[src/rtl/alu_seq.sv]
// Registered ALU: single-cycle arithmetic/logic/shift ops, plus iterative
// multiply and divide behind a start/busy/done handshake.
module alu_seq #(
  parameter  int WIDTH = 8,
  localparam int CNT_W = $clog2(WIDTH + 1)
) (
  input  logic             clk,
  input  logic             rst_n,
  input  logic             start,
  input  logic [3:0]       op,
  input  logic [WIDTH-1:0] a,
  input  logic [WIDTH-1:0] b,
  output logic [WIDTH-1:0] result,
  output logic [3:0]       sreg,
  output logic             busy,
  output logic             done
);

  typedef enum logic [3:0] {
    OP_PASS  = 4'h0, OP_ADD   = 4'h1, OP_SUB  = 4'h2, OP_AND  = 4'h3,
    OP_OR    = 4'h4, OP_XOR   = 4'h5, OP_SHL  = 4'h6, OP_SHR  = 4'h7,
    OP_ASR   = 4'h8, OP_ADC   = 4'h9, OP_SBC  = 4'hA, OP_CMP  = 4'hB,
    OP_MULLO = 4'hC, OP_MULHI = 4'hD, OP_DIVQ = 4'hE, OP_DIVR = 4'hF
  } op_t;

  typedef enum logic {IDLE, RUN} state_t;

  state_t             state, next_state;
  logic [1:0]         op_q;
  logic [WIDTH-1:0]   b_q;
  logic [2*WIDTH-1:0] acc, acc_next;
  logic [CNT_W-1:0]   cnt;
  logic               accept, is_multi, last_iter;

  assign busy      = (state == RUN);
  assign accept    = start && !busy;
  assign is_multi  = (op[3:2] == 2'b11);
  assign last_iter = (cnt == CNT_W'(WIDTH - 1));

  always_ff @(posedge clk or negedge rst_n) begin
    if (!rst_n) state <= IDLE;
    else        state <= next_state;
  end

  always_comb begin
    next_state = state;
    case (state)
      IDLE: if (accept && is_multi) next_state = RUN;
      RUN:  if (last_iter)          next_state = IDLE;
      default: next_state = IDLE;
    endcase
  end

  // Single-cycle datapath; extended vectors carry the carry/borrow or shifted-out bit.
  logic [CNT_W-1:0] amt;
  logic             amt_big, cin;
  logic [WIDTH:0]   add_ext, sub_ext, shl_ext, shr_ext, asr_ext;
  logic [WIDTH-1:0] sc_val;
  logic             sc_c, sc_v;
  logic [3:0]       sc_flags;

  assign amt     = b[CNT_W-1:0];
  assign amt_big = (amt >= CNT_W'(WIDTH));
  assign cin     = ((op == OP_ADC) || (op == OP_SBC)) && sreg[0];
  assign add_ext = {1'b0, a} + {1'b0, b} + {{WIDTH{1'b0}}, cin};
  assign sub_ext = {1'b0, a} - {1'b0, b} - {{WIDTH{1'b0}}, cin};
  assign shl_ext = {1'b0, a} << amt;
  assign shr_ext = {a, 1'b0} >> amt;
  assign asr_ext = $signed({a, 1'b0}) >>> amt;

  always_comb begin
    sc_val = a;
    sc_c   = 1'b0;
    sc_v   = 1'b0;
    case (op)
      OP_ADD, OP_ADC: begin
        sc_val = add_ext[WIDTH-1:0];
        sc_c   = add_ext[WIDTH];
        sc_v   = (a[WIDTH-1] == b[WIDTH-1]) && (add_ext[WIDTH-1] != a[WIDTH-1]);
      end
      OP_SUB, OP_SBC, OP_CMP: begin
        sc_val = sub_ext[WIDTH-1:0];
        sc_c   = sub_ext[WIDTH];
        sc_v   = (a[WIDTH-1] != b[WIDTH-1]) && (sub_ext[WIDTH-1] != a[WIDTH-1]);
      end
      OP_AND: sc_val = a & b;
      OP_OR:  sc_val = a | b;
      OP_XOR: sc_val = a ^ b;
      OP_SHL: begin
        if (amt_big) sc_val = '0;
        else begin
          sc_val = shl_ext[WIDTH-1:0];
          sc_c   = shl_ext[WIDTH];
        end
      end
      OP_SHR: begin
        if (amt_big) sc_val = '0;
        else begin
          sc_val = shr_ext[WIDTH:1];
          sc_c   = shr_ext[0];
        end
      end
      OP_ASR: begin
        if (amt_big) sc_val = {WIDTH{a[WIDTH-1]}};
        else begin
          sc_val = asr_ext[WIDTH:1];
          sc_c   = asr_ext[0];
        end
      end
      default: sc_val = a;
    endcase
  end

  assign sc_flags = {sc_v, sc_val[WIDTH-1], (sc_val == '0), sc_c};

  // acc is {high, low}: multiplier shifts out of low for MUL, {remainder, quotient} for DIV.
  logic [WIDTH:0]   mul_sum, div_shift, div_diff;
  logic [WIDTH-1:0] fin_val;
  logic [3:0]       fin_flags;

  assign mul_sum   = {1'b0, acc[2*WIDTH-1:WIDTH]} + (acc[0] ? {1'b0, b_q} : '0);
  assign div_shift = {acc[2*WIDTH-1:WIDTH], acc[WIDTH-1]};
  assign div_diff  = div_shift - {1'b0, b_q};

  always_comb begin
    acc_next = {mul_sum, acc[WIDTH-1:1]};
    if (op_q[1]) begin
      if (div_diff[WIDTH]) acc_next = {div_shift[WIDTH-1:0], acc[WIDTH-2:0], 1'b0};
      else                 acc_next = {div_diff[WIDTH-1:0],  acc[WIDTH-2:0], 1'b1};
    end
  end

  assign fin_val   = op_q[0] ? acc_next[2*WIDTH-1:WIDTH] : acc_next[WIDTH-1:0];
  assign fin_flags = {op_q[1] && (b_q == '0), fin_val[WIDTH-1], (fin_val == '0),
                      !op_q[1] && (acc_next[2*WIDTH-1:WIDTH] != '0)};

  always_ff @(posedge clk or negedge rst_n) begin
    if (!rst_n) begin
      result <= '0;
      sreg   <= '0;
      done   <= 1'b0;
      op_q   <= '0;
      b_q    <= '0;
      acc    <= '0;
      cnt    <= '0;
    end else begin
      done <= 1'b0;
      if (accept) begin
        if (is_multi) begin
          op_q <= op[1:0];
          b_q  <= b;
          acc  <= {{WIDTH{1'b0}}, a};
          cnt  <= '0;
        end else begin
          if (op != OP_CMP) result <= sc_val;
          sreg <= sc_flags;
          done <= 1'b1;
        end
      end else if (busy) begin
        acc <= acc_next;
        cnt <= cnt + CNT_W'(1);
        if (last_iter) begin
          result <= fin_val;
          sreg   <= fin_flags;
          done   <= 1'b1;
        end
      end
    end
  end

endmodule
[config.mk]
export PLATFORM = sky130hd
export DESIGN_NAME = alu_seq
export DESIGN_NICKNAME = d
export VERILOG_FILES = /design/src/rtl/alu_seq.sv
export SDC_FILE = /design/constraint.sdc
export NUM_CORES = 1
export LEC_CHECK = 0
export CAP_MARGIN = 20
export CELL_PAD_IN_SITES_DETAIL_PLACEMENT = 0
export CELL_PAD_IN_SITES_GLOBAL_PLACEMENT = 1
export CORE_AREA = 2 2 106 108
export DETAILED_ROUTE_END_ITERATION = 16
export DIE_AREA = 0 0 108 110
export DONT_BUFFER_PORTS = 1
export GPL_TIMING_DRIVEN = 0
export PLACE_DENSITY = 0.86
export SYNTH_ARGS = -nofsm -noshare
export SYNTH_HDL_FRONTEND = slang
export SYNTH_SLANG_ARGS = --single-unit
[constraint.sdc]
create_clock -name clk -period 4.1 [get_ports clk]
set_input_delay 0.615 -clock clk [delete_from_list [all_inputs] [get_ports clk]]
set_output_delay 0.615 -clock clk [all_outputs]
set_load 0.01 [all_outputs]
==> summary.txt, run 1 <==
Synth
  – FFs w/ async S/R, synth: 100.0%
  – Cell with the most instances after synthesis: nand2_1
  – EDFF count, synth: 0
  – Cells after Synth: 651
  – Sequential fraction of the synthesis area: 21.04%
  – Flops & latches, synth: 44
  – Syn. warnings: 0
  – Yosys cell types: 71
  – Ranking of synthesized cells by area: dfrtp_1, ha_1, o21ai_0
  – Synth Area per Inst: 8.040 um2
  – Syn nets: 728
  – Cell area after synthesis: 5234 um2
  – Top FF cell, synth: dfrtp_1
  – Post-synth top area cell: dfrtp_1
  – Top cell type's share of synthesized area: 21.04%
  – Post-synth top cells: nand2_1, nor2_1, o21ai_0

Global routing
  – Total grt overflow: 0
  – Largest net degree at the start of global routing: 45
  – Gr usage total: 30.05%
  – Number of global-route vias before repair: 4928
  – Initial antenna violation count: 0
  – First-pass GRT wire length: 27270 um

STA
  – Max-slew headroom: 52.79%
  – Fin Clk Skew: 0.01388 ns
  – Setup-failing EPs final: 0
  – Fin. Hold Viols: 0
  – Final worst slack: 0.1265 ns
  – Max Slew Vio Count: 0
  – Fmax: 0.2517 GHz
  – Worst-Margin Slew: 0.7027 ns
  – RSZ-0062 raised after global routing: false
  – Tcrit/Tclk final: 96.91%
  – Min Tclk post-route: 3.973 ns

Layout
  – Storage cell area: 1101 um2
  – Fill count: 1023
  – Antenna Cells: 0
  – Final instance area: 5555 um2
  – Area occupied by multi-input gates: 3800 um2
  – Share of layout cells above drive strength 1: 7.891%
  – Area Growth Syn to Fin: 6.144%
  – Fin cells: 799
  – Layout Nets: 735

Floorplan
  – Die height: 110 um
  – IO Pins: 37
  – Initial Util: 48.92%
  – Die W: 108 um
  – Num rows: 38
  – Core area: 10700 um2
  – Die area: 11880 um2

Worst setup path
  – Crit path capture: result[7]$_DFFE_PN0P_
  – Worst setup path startpoint: op[3]
  – Crit Path Max Fanout: 10
  – Slowest stage delay, CP: 0.43 ns
  – WS Path Type: primary input to flop
  – Reg-to-reg endpoint: result[7]$_DFFE_PN0P_
  – WP data required: 4.30 ns
  – R2R cell count: 12
  – Crit end category: flop
  – RR Startpoint: sreg[0]$_DFFE_PN0P_
  – CP Data Arrival Time: 4.18 ns
  – Startpoint types: primary input
  – CP Cell Sequence: buf_2, inv_1, nor2_1, nand3_1, inv_1, fa_1, ha_1, o211ai_1, nand3_1, a31oi_1, xor2_1, nor2_1, o22a_1, a21oi_1, mux2i_1, mux2_2
  – Setup slack, reg-to-reg: 0.48 ns
  – Slowest cell on the critical path: fa_1

CTS
  – Clock buffer count from CTS: 5
  – Reg clk slew, reported paths: 0.10 ns
  – Worst-skew pair later-pin latency: 0.31 ns
  – Clock Path Buffers: 2
  – Clk sinks: 44
  – CTS HTree Levels: 2
  – Root Driver: clkbuf_8
  – Postcts setup bufs: 0
  – CTS tree: done

Placed design
  – IO Port Bufs: 0
  – Placed Area: 5409 um2
  – # placed instances: 791
  – Final GP Congestion: 0.9959
  – DP Worst Slack: -0.3598 ns
  – HPWL Detailed: 13630 um

Route
  – Routed via count: 5066
  – Drt initial violations: 412
  – DR vias/cell: 6.340
  – Post-route ant nets: 0
  – Detailed Routing Iterations Pass 1: 5
  – Detailed Route WL: 17330 um
  – Wirelength per Cell: 21.69 um
  – DRC: 0

Status
  – Status: finished clean

Power and ir drop
  – Leakage: 2.411 nW
  – PwrDens: 686.4 nW/um2
  – Peak supply drop: 690.5 uV

Min path
  – Hold WC Path Type: primary input to async pin

Flow run
  – Number of max-cap violations: 0
## cell families after synthesis
family                   count (synthesis)  share of synthesized area (%)
buffers and inverters                   82                          6.479
multiplexers                            39                          9.993
AND/OR/NAND/NOR                        196                          17.93
adder cells (fa/ha/maj)                 54                          13.77
AO/OA/AOI/OAI                          213                          26.80
XOR/XNOR                                23                          3.992
flip-flops                              44                          21.04
## metal layers
metal	global-route usage, %	vias to the layer above	wire length, um
li1	-	2375	-
met1	37.31	2414	6951
met2	52.29	231	8449
met3	3.645	46	1164
met4	13.92	0	767
met5	0	-	0
## what timing repair did
| action | in CTS | in global routing |
|---|---|---|
| hold buffers | 1 | 0 |
| hold endpoints to repair | 44 | 0 |
| resized for setup | 0 | 1 |
| setup endpoints to repair | 2 | 4 |
## registers in the layout (all words and copies together) (netlist names)
signal  count
sreg        4
busy        1
result      8
op_q        2
b_q         8
cnt         4
acc        16
done        1
## through the flow
stage                     hold WS, ns  TNS, ns  utilization [%]  total power, mW
final                          0.1267        0            51.93            3.813
after floorplan                0.3194        0                -            2.768
after global placement         0.3216   -1.143            50.56            3.349
after CTS                      0.1442        0            51.86            3.778
after global routing           0.1407        0            51.93            4.133
after detailed placement       0.3206   -1.213            50.56            3.409
## worst min path at each step
stage / slack [ns] / start / end
5_1_grt: 0.14 / rst_n / acc[15]$_DFFE_PN0P_
2_1_floorplan: 0.32 / rst_n / acc[0]$_DFFE_PN0P_
6_report: 0.13 / rst_n / acc[13]$_DFFE_PN0P_
4_1_cts: 0.14 / rst_n / acc[12]$_DFFE_PN0P_
3_3_place_gp: 0.32 / rst_n / acc[13]$_DFFE_PN0P_
3_5_place_dp: 0.32 / rst_n / b_q[4]$_DFFE_PN0P_
## worst max-delay path, delay by kind of cell
kind	cells	cell delay [ns]
buf+inv	3	0.43
compound gates	4	1.02
mux	2	0.46
simple gates	4	0.68
xor+xnor	1	0.27
fa+ha+maj	2	0.69
## final cells by class
type / count / area share [%]
multi-input combinational: 525 / 68.40
sequential: 44 / 19.82
tap: 140 / 3.153
buffer: 37 / 3.063
inverter: 43 / 2.905
clock buffer: 5 / 1.239
clock inverter: 3 / 0.8333
timing repair buffer: 2 / 0.5856
## report_power, final
group | switching [mW] | internal (mW) | leakage [nW]
clock | 0.169 | 0.184 | 0.0548
combinational | 1.47 | 1.06 | 1.81
sequential | 0.278 | 0.652 | 0.541
## cell usage in the layout, fill, tap and decap left out, types with 13 or more instances in the layout
master    count
o21ai_0      56
dfrtp_1      44
inv_1        42
clkbuf_1     23
nor3_1       13
nand2_1      66
a21oi_1      48
nor2_1       58
ha_1         48
mux2i_1      23
a31oi_1      13
Note: power is estimated with default switching activity, not from simulation.
==> run 2, diff against run 1 <==
--- a/config.mk
+++ b/config.mk
@@ -8,12 +8,12 @@
 export CAP_MARGIN = 20
 export CELL_PAD_IN_SITES_DETAIL_PLACEMENT = 0
 export CELL_PAD_IN_SITES_GLOBAL_PLACEMENT = 1
-export CORE_AREA = 2 2 106 108
+export CORE_AREA = 2 2 111 113
 export DETAILED_ROUTE_END_ITERATION = 16
-export DIE_AREA = 0 0 108 110
+export DIE_AREA = 0 0 113 115
 export DONT_BUFFER_PORTS = 1
 export GPL_TIMING_DRIVEN = 0
-export PLACE_DENSITY = 0.86
+export PLACE_DENSITY = 0.8
 export SYNTH_ARGS = -nofsm -noshare
 export SYNTH_HDL_FRONTEND = slang
 export SYNTH_SLANG_ARGS = --single-unit
==> run 2 against run 1 <==
The flow now finishes with violations (design-rule violations). Core utilization is 4.7 points lower. Final area is 0.41% higher. Clock skew is 0.0077 ns lower. Fmax is 0.89% higher. Sequential share of layout area is 0.080 points lower. Register-to-register slack better by 0.02 ns. Setup slack better by 0.035 ns. First-iteration DRC count is 19% higher.
==> summary.txt, run 2 (synthesis gave the netlist of run 1 again) <==
Route
  – DRC: 3
  – Detailed Route WL: 17350 um
  – Drt initial violations: 491
  – Wirelength per Cell: 21.63 um
  – Post-route ant nets: 0
  – DR vias/cell: 6.303
  – Routed via count: 5055
  – Detailed Routing Iterations Pass 1: 11

Placed design
  – # placed instances: 798
  – Placed Area: 5418 um2
  – Final GP Congestion: 0.9755
  – IO Port Bufs: 0
  – HPWL Detailed: 13620 um

CTS
  – CTS tree: done
  – Post-CTS resize count: 0
  – Root Driver: clkbuf_16
  – Clock buffer count from CTS: 5
  – Reg clk slew, reported paths: 0.06 ns
  – Worst-skew pair later-pin latency: 0.29 ns
  – Post-CTS Hold Fix Bufs: 0
  – Postcts setup bufs: 0
  – Clk sinks: 44
  – Clock Path Buffers: 2
  – CTS HTree Levels: 2

Layout
  – Commonest non-fill, non-tap cells in the layout: nand2_1, nor2_1, o21ai_0
  – Layout Nets: 733
  – Share of layout cells above drive strength 1: 7.481%
  – Commonest non-fill, non-tap cell in the layout: nand2_1
  – Final instance area: 5578 um2
  – Most flops, register: acc
  – Area Growth Syn to Fin: 6.574%
  – Final core utilization: 47.22%
  – Max reg flops: 16
  – Largest regs: acc x16, b_q x8, result x8
  – Antenna Cells: 0
  – Fin cells: 802

Global routing
  – Largest net degree at the start of global routing: 45
  – Number of global-route vias before repair: 4973
  – Total grt overflow: 0
  – First-pass GRT wire length: 27190 um
  – Gr usage total: 26.90%
  – Initial antenna violation count: 0

Power and ir drop
  – Peak supply drop: 297.4 uV
  – Int Pwr: 1.988 mW
  – Combinational share of power: 65.0%
  – Seq pwr share: 23.8%
  – PwrDens: 698.0 nW/um2
  – Total power: 3.893 mW
  – Leakage: 2.422 nW
  – P_sw: 1.906 mW
  – Clock power share: 11.3%
  – Net Sw Frac: 48.95%

Worst setup path
  – Setup slack, reg-to-reg: 0.50 ns
  – Slowest stage delay, CP: 0.42 ns
  – CP Data Arrival Time: 4.11 ns
  – Buffers plus inverters on the worst setup path: 3
  – WP data required: 4.28 ns
  – Reg-to-reg endpoint: sreg[2]$_DFFE_PN0P_
  – Startpoint types: primary input
  – CP delay by family, top: compound AO/OA/AOI/OAI gates
  – WS Path Type: primary input to flop
  – CP Cell Sequence: buf_2, inv_1, nor2_1, nand3_1, inv_1, fa_1, ha_1, o211ai_1, nand3_1, a31oi_1, xor2_1, nor2_1, o22a_1, a21oi_1, mux2i_1, mux2_2
  – Crit end category: flop
  – Total stage count of the critical path: 16
  – RR Startpoint: sreg[0]$_DFFE_PN0P_
  – R2R cell count: 14
  – Crit Path Max Fanout: 10
  – Slowest cell on the critical path: fa_1

STA
  – RSZ-0062 raised after global routing: false
  – Worst-Margin Slew: 1.067 ns
  – Hold Slack: 0.01761 ns
  – Setup-failing EPs final: 0
  – Fin Clk Skew: 0.006184 ns
  – Fmax: 0.2539 GHz
  – Tcrit/Tclk final: 96.06%
  – Min Tclk post-route: 3.939 ns
  – Max Slew Vio Count: 0
  – Max-slew headroom: 28.65%
  – Fin. Hold Viols: 0

Floorplan
  – Initial Util: 44.31%
  – IO Pins: 37
  – Die height: 115 um
  – Num rows: 40
  – Die W: 113 um
  – Core area: 11810 um2
  – Die area: 13000 um2

Flow run
  – Number of max-cap violations: 0

Status
  – Violated checks: design-rule violations
  – Status: finished with violations

Min path
  – Hold WC Path Type: primary input to async pin
[run 2: power by group through the flow]
stage | clock network, mW | registers, mW | logic (mW)
after detailed placement | 0 | 0.930 | 2.49
after global routing | 0.456 | 0.960 | 2.81
after floorplan | 0 | 0.842 | 1.93
after global placement | 0 | 0.927 | 2.44
final | 0.439 | 0.925 | 2.53
after CTS | 0.443 | 0.925 | 2.51
[run 2: routing by layer]
layer | vias up | track usage, % | wire length, um
met2 | 210 | 46.79 | 8568
li1 | 2374 | - | -
met5 | - | 0 | 0
met3 | 34 | 3.163 | 1082
met4 | 0 | 10.89 | 592
met1 | 2437 | 34.16 | 7104
[run 2: worst reg2reg max path, cell delays in order (launching register included)]
cell      delay [ns]
dfrtp_1         0.44
nand3_1         0.16
inv_1           0.07
fa_1            0.50
inv_1           0.07
ha_1            0.24
o211ai_1        0.30
nand3_1         0.14
a31oi_1         0.24
xor2_1          0.28
nor2_1          0.11
o22a_1          0.19
a21oi_1         0.30
mux2i_1         0.16
mux2_2          0.28
[run 2: how the worst max path moves through the flow]
| stage | startpoint | to | slack [ns] |
|---|---|---|---|
| 2_1_floorplan | op[0] | result[7]$_DFFE_PN0P_ | 0.53 |
| 5_1_grt | op[3] | sreg[2]$_DFFE_PN0P_ | 0.03 |
| 3_3_place_gp | op[0] | result[7]$_DFFE_PN0P_ | -0.37 |
| 4_1_cts | op[1] | sreg[2]$_DFFE_PN0P_ | 0.04 |
| 6_report | op[3] | sreg[2]$_DFFE_PN0P_ | 0.16 |
| 3_5_place_dp | op[0] | result[7]$_DFFE_PN0P_ | -0.36 |
[run 2: stage by stage]
step | worst slack (ns) | TNS (ns)
2_1_floorplan | 0.5321 | 0
3_3_place_gp | -0.3669 | -1.449
3_5_place_dp | -0.3635 | -1.380
4_1_cts | 0.03828 | 0
5_1_grt | 0.03159 | 0
6_report | 0.1615 | 0
[run 2: layout make-up]
cell class	instances	area [um2]
plain buffers	37	170.2
clock buffers	5	125.1
clock inverters	1	30.03
fillers	1160	6233
inverters	43	161.4
multi-input cells	525	3806
flip-flops and latches	44	1101
well taps	147	183.9
==> run 3, diff against run 2 <==
==> config.mk (replaced) <==
export PLATFORM = sky130hd
export DESIGN_NAME = alu_seq
export DESIGN_NICKNAME = d
export VERILOG_FILES = /design/src/rtl/alu_seq.sv
export SDC_FILE = /design/constraint.sdc
export NUM_CORES = 1
export LEC_CHECK = 0
export CAP_MARGIN = 20
export CORE_AREA = 2 2 111 113
export DETAILED_ROUTE_END_ITERATION = 16
export DIE_AREA = 0 0 113 115
export DONT_BUFFER_PORTS = 1
export GPL_TIMING_DRIVEN = 0
export PLACE_DENSITY = 0.64
export SYNTH_ARGS = -nofsm -noshare
export SYNTH_HDL_FRONTEND = slang
export SYNTH_SLANG_ARGS = --single-unit
==> run 3 against run 2 <==
The flow still finishes with violations (design-rule violations). Setup slack got worse by 0.0096 ns. Core utilization fell by 0.11 points. Via count rose by 0.20%. Sequential power barely moved. Routed wire length fell by 1.6%. Worst hold slack got worse by 0.0030 ns. Clock power fell by 5.9%. Non-clock buffer count did not move. Critical path depth fell by 1. First-iteration DRC count fell by 14%. Global-route usage fell by 0.20 points.
==> summary.txt, run 3 (synthesis gave the netlist of run 1 again) <==
Worst setup path
  – Setup slack, reg-to-reg: 0.54 ns
  – WP data required: 4.33 ns
  – WS Path Type: primary input to flop
  – Reg-to-reg endpoint: sreg[2]$_DFFE_PN0P_
  – Startpoint types: primary input
  – Slowest cell on the critical path: fa_1
  – Crit end category: flop
  – R2R cell count: 14
  – RR Startpoint: sreg[0]$_DFFE_PN0P_
  – Crit Path Max Fanout: 10
  – Slowest stage delay, CP: 0.52 ns
  – CP Cell Sequence: buf_2, inv_1, nor2_1, nand3_1, fa_1, fa_1, o21ai_0, nand2b_1, xnor2_1, nor2_1, a221oi_1, a31oi_1, nor4b_1, a32o_1, a41o_1
  – CP Data Arrival Time: 4.18 ns

Power and ir drop
  – Seq pwr share: 24.1%
  – Leakage: 2.410 nW
  – Combinational share of power: 65.2%
  – Int Pwr: 1.948 mW
  – Peak supply drop: 388.5 uV
  – P_sw: 1.902 mW
  – Clock power share: 10.7%
  – PwrDens: 691.9 nW/um2
  – Net Sw Frac: 49.40%

Flow run
  – Number of max-cap violations: 0

CTS
  – Clock Path Buffers: 2
  – CTS HTree Levels: 2
  – Clk sinks: 44
  – Clock buffer count from CTS: 5
  – CTS tree: done
  – Post-CTS Hold Fix Bufs: 0
  – Root Driver: clkbuf_16
  – Worst-skew pair later-pin latency: 0.29 ns
  – Reg clk slew, reported paths: 0.06 ns

Global routing
  – Total grt overflow: 0
  – Number of global-route vias before repair: 4991
  – Initial antenna violation count: 0
  – First-pass GRT wire length: 27150 um
  – Largest net degree at the start of global routing: 45
  – Gr usage total: 26.70%

Layout
  – Layout Nets: 733
  – Final instance area: 5565 um2
  – Commonest non-fill, non-tap cell in the layout: nand2_1
  – Fin cells: 804
  – Max reg flops: 16
  – Final core utilization: 47.12%
  – Share of layout cells above drive strength 1: 7.458%
  – Antenna Cells: 0
  – Area Growth Syn to Fin: 6.335%
  – Commonest non-fill, non-tap cells in the layout: nand2_1, nor2_1, o21ai_0
  – Largest regs: acc x16, b_q x8, result x8
  – Most flops, register: acc

STA
  – Fin. Hold Viols: 0
  – Tcrit/Tclk final: 96.30%
  – Max-slew headroom: 37.07%
  – RSZ-0062 raised after global routing: false
  – Fin Clk Skew: 0.006083 ns
  – Max Slew Vio Count: 0
  – Worst-Margin Slew: 0.9410 ns
  – Hold Slack: 0.01461 ns
  – Min Tclk post-route: 3.948 ns
  – Fmax: 0.2533 GHz
  – Setup-failing EPs final: 0

Placed design
  – Placed Area: 5418 um2
  – Final GP Congestion: 0.9894
  – HPWL Detailed: 13450 um
  – IO Port Bufs: 0
  – # placed instances: 798

Route
  – DR vias/cell: 6.300
  – Wirelength per Cell: 21.22 um
  – Post-route ant nets: 0
  – Top layer in use: met4
  – DR WL met3: 967 um
  – Met1 wire length: 7072 um
  – DR WL met2: 8482 um
  – Detailed Route WL: 17060 um
  – Routed via count: 5065
  – Drt initial violations: 424
  – Detailed Routing Iterations Pass 1: 11
  – DRC: 2

Min path
  – Hold WC Path Type: primary input to async pin

Floorplan
  – Die height: 115 um
  – Core area: 11810 um2
  – Initial Util: 44.31%
  – Num rows: 40
  – Die area: 13000 um2
  – Die W: 113 um
  – IO Pins: 37

Status
  – Violated checks: design-rule violations
  – Status: finished with violations
run 3: cell count changes in the layout (fill, tap and decap cells not counted), sizes merged:
cell | before | now
clkbuf | 28 | 30
bufinv | 1 | 0
clkinvlp | 0 | 1
run 3: worst max-delay path, delay by kind of cell:
kind	cells	cell delay, ns
xor+xnor	1	0.23
compound gates	5	1.10
fa+ha+maj	2	1.04
simple gates	5	0.85
buf+inv	2	0.34
run 3: final cells by class:
cell class	instances	area (um2)
Buffer	37	170.2
Clock buffer	7	142.6
Clock inverter	1	7.507
Fill cell	1173	6246
Inverter	43	161.4
Multi-Input combinational cell	525	3799
Sequential cell	44	1101
Tap cell	147	183.9
run 3: metrics by stage:
stage                     TNS, ns  total power, mW  worst slack [ns]
final                           0            3.851            0.1519
after global routing            0            4.178           0.01547
after CTS                       0            3.833           0.06289
after detailed placement   -1.075            3.408           -0.3108
after global placement    -0.9749            3.348           -0.2561
after floorplan                 0            2.768            0.5321
run 3: how the worst max path moves through the flow:
stage	startpoint	to	cells after the start	slack (ns)
CTS	op[1]	sreg[2]$_DFFE_PN0P_	17	0.06
floorplan	op[0]	result[7]$_DFFE_PN0P_	17	0.53
finish	op[3]	sreg[1]$_DFFE_PN0P_	15	0.15
global placement	op[0]	sreg[2]$_DFFE_PN0P_	17	-0.26
detailed placement	op[0]	result[7]$_DFFE_PN0P_	17	-0.31
global route	op[3]	sreg[2]$_DFFE_PN0P_	16	0.02
run 3: timing repair:
item,CTS,global route
buffers inserted,0,0
endpoints found under the setup margin,2,5
gates resized for setup,0,1
run 3: power by group through the flow:
stage               clock [mW]  combinational [mW]  sequential [mW]
global placement             0                2.42            0.929
floorplan                    0                1.93            0.842
global route             0.434                2.78            0.963
CTS                      0.420                2.48            0.930
finish                   0.413                2.51            0.927
detailed placement           0                2.47            0.934
run 3: per-layer routing:
layer | track usage, % | vias to the layer above
li1 | - | 2378
met4 | 9.431 | 0
met5 | 0 | -
met1 | 33.92 | 2460
met3 | 3.005 | 37
met2 | 47.23 | 190
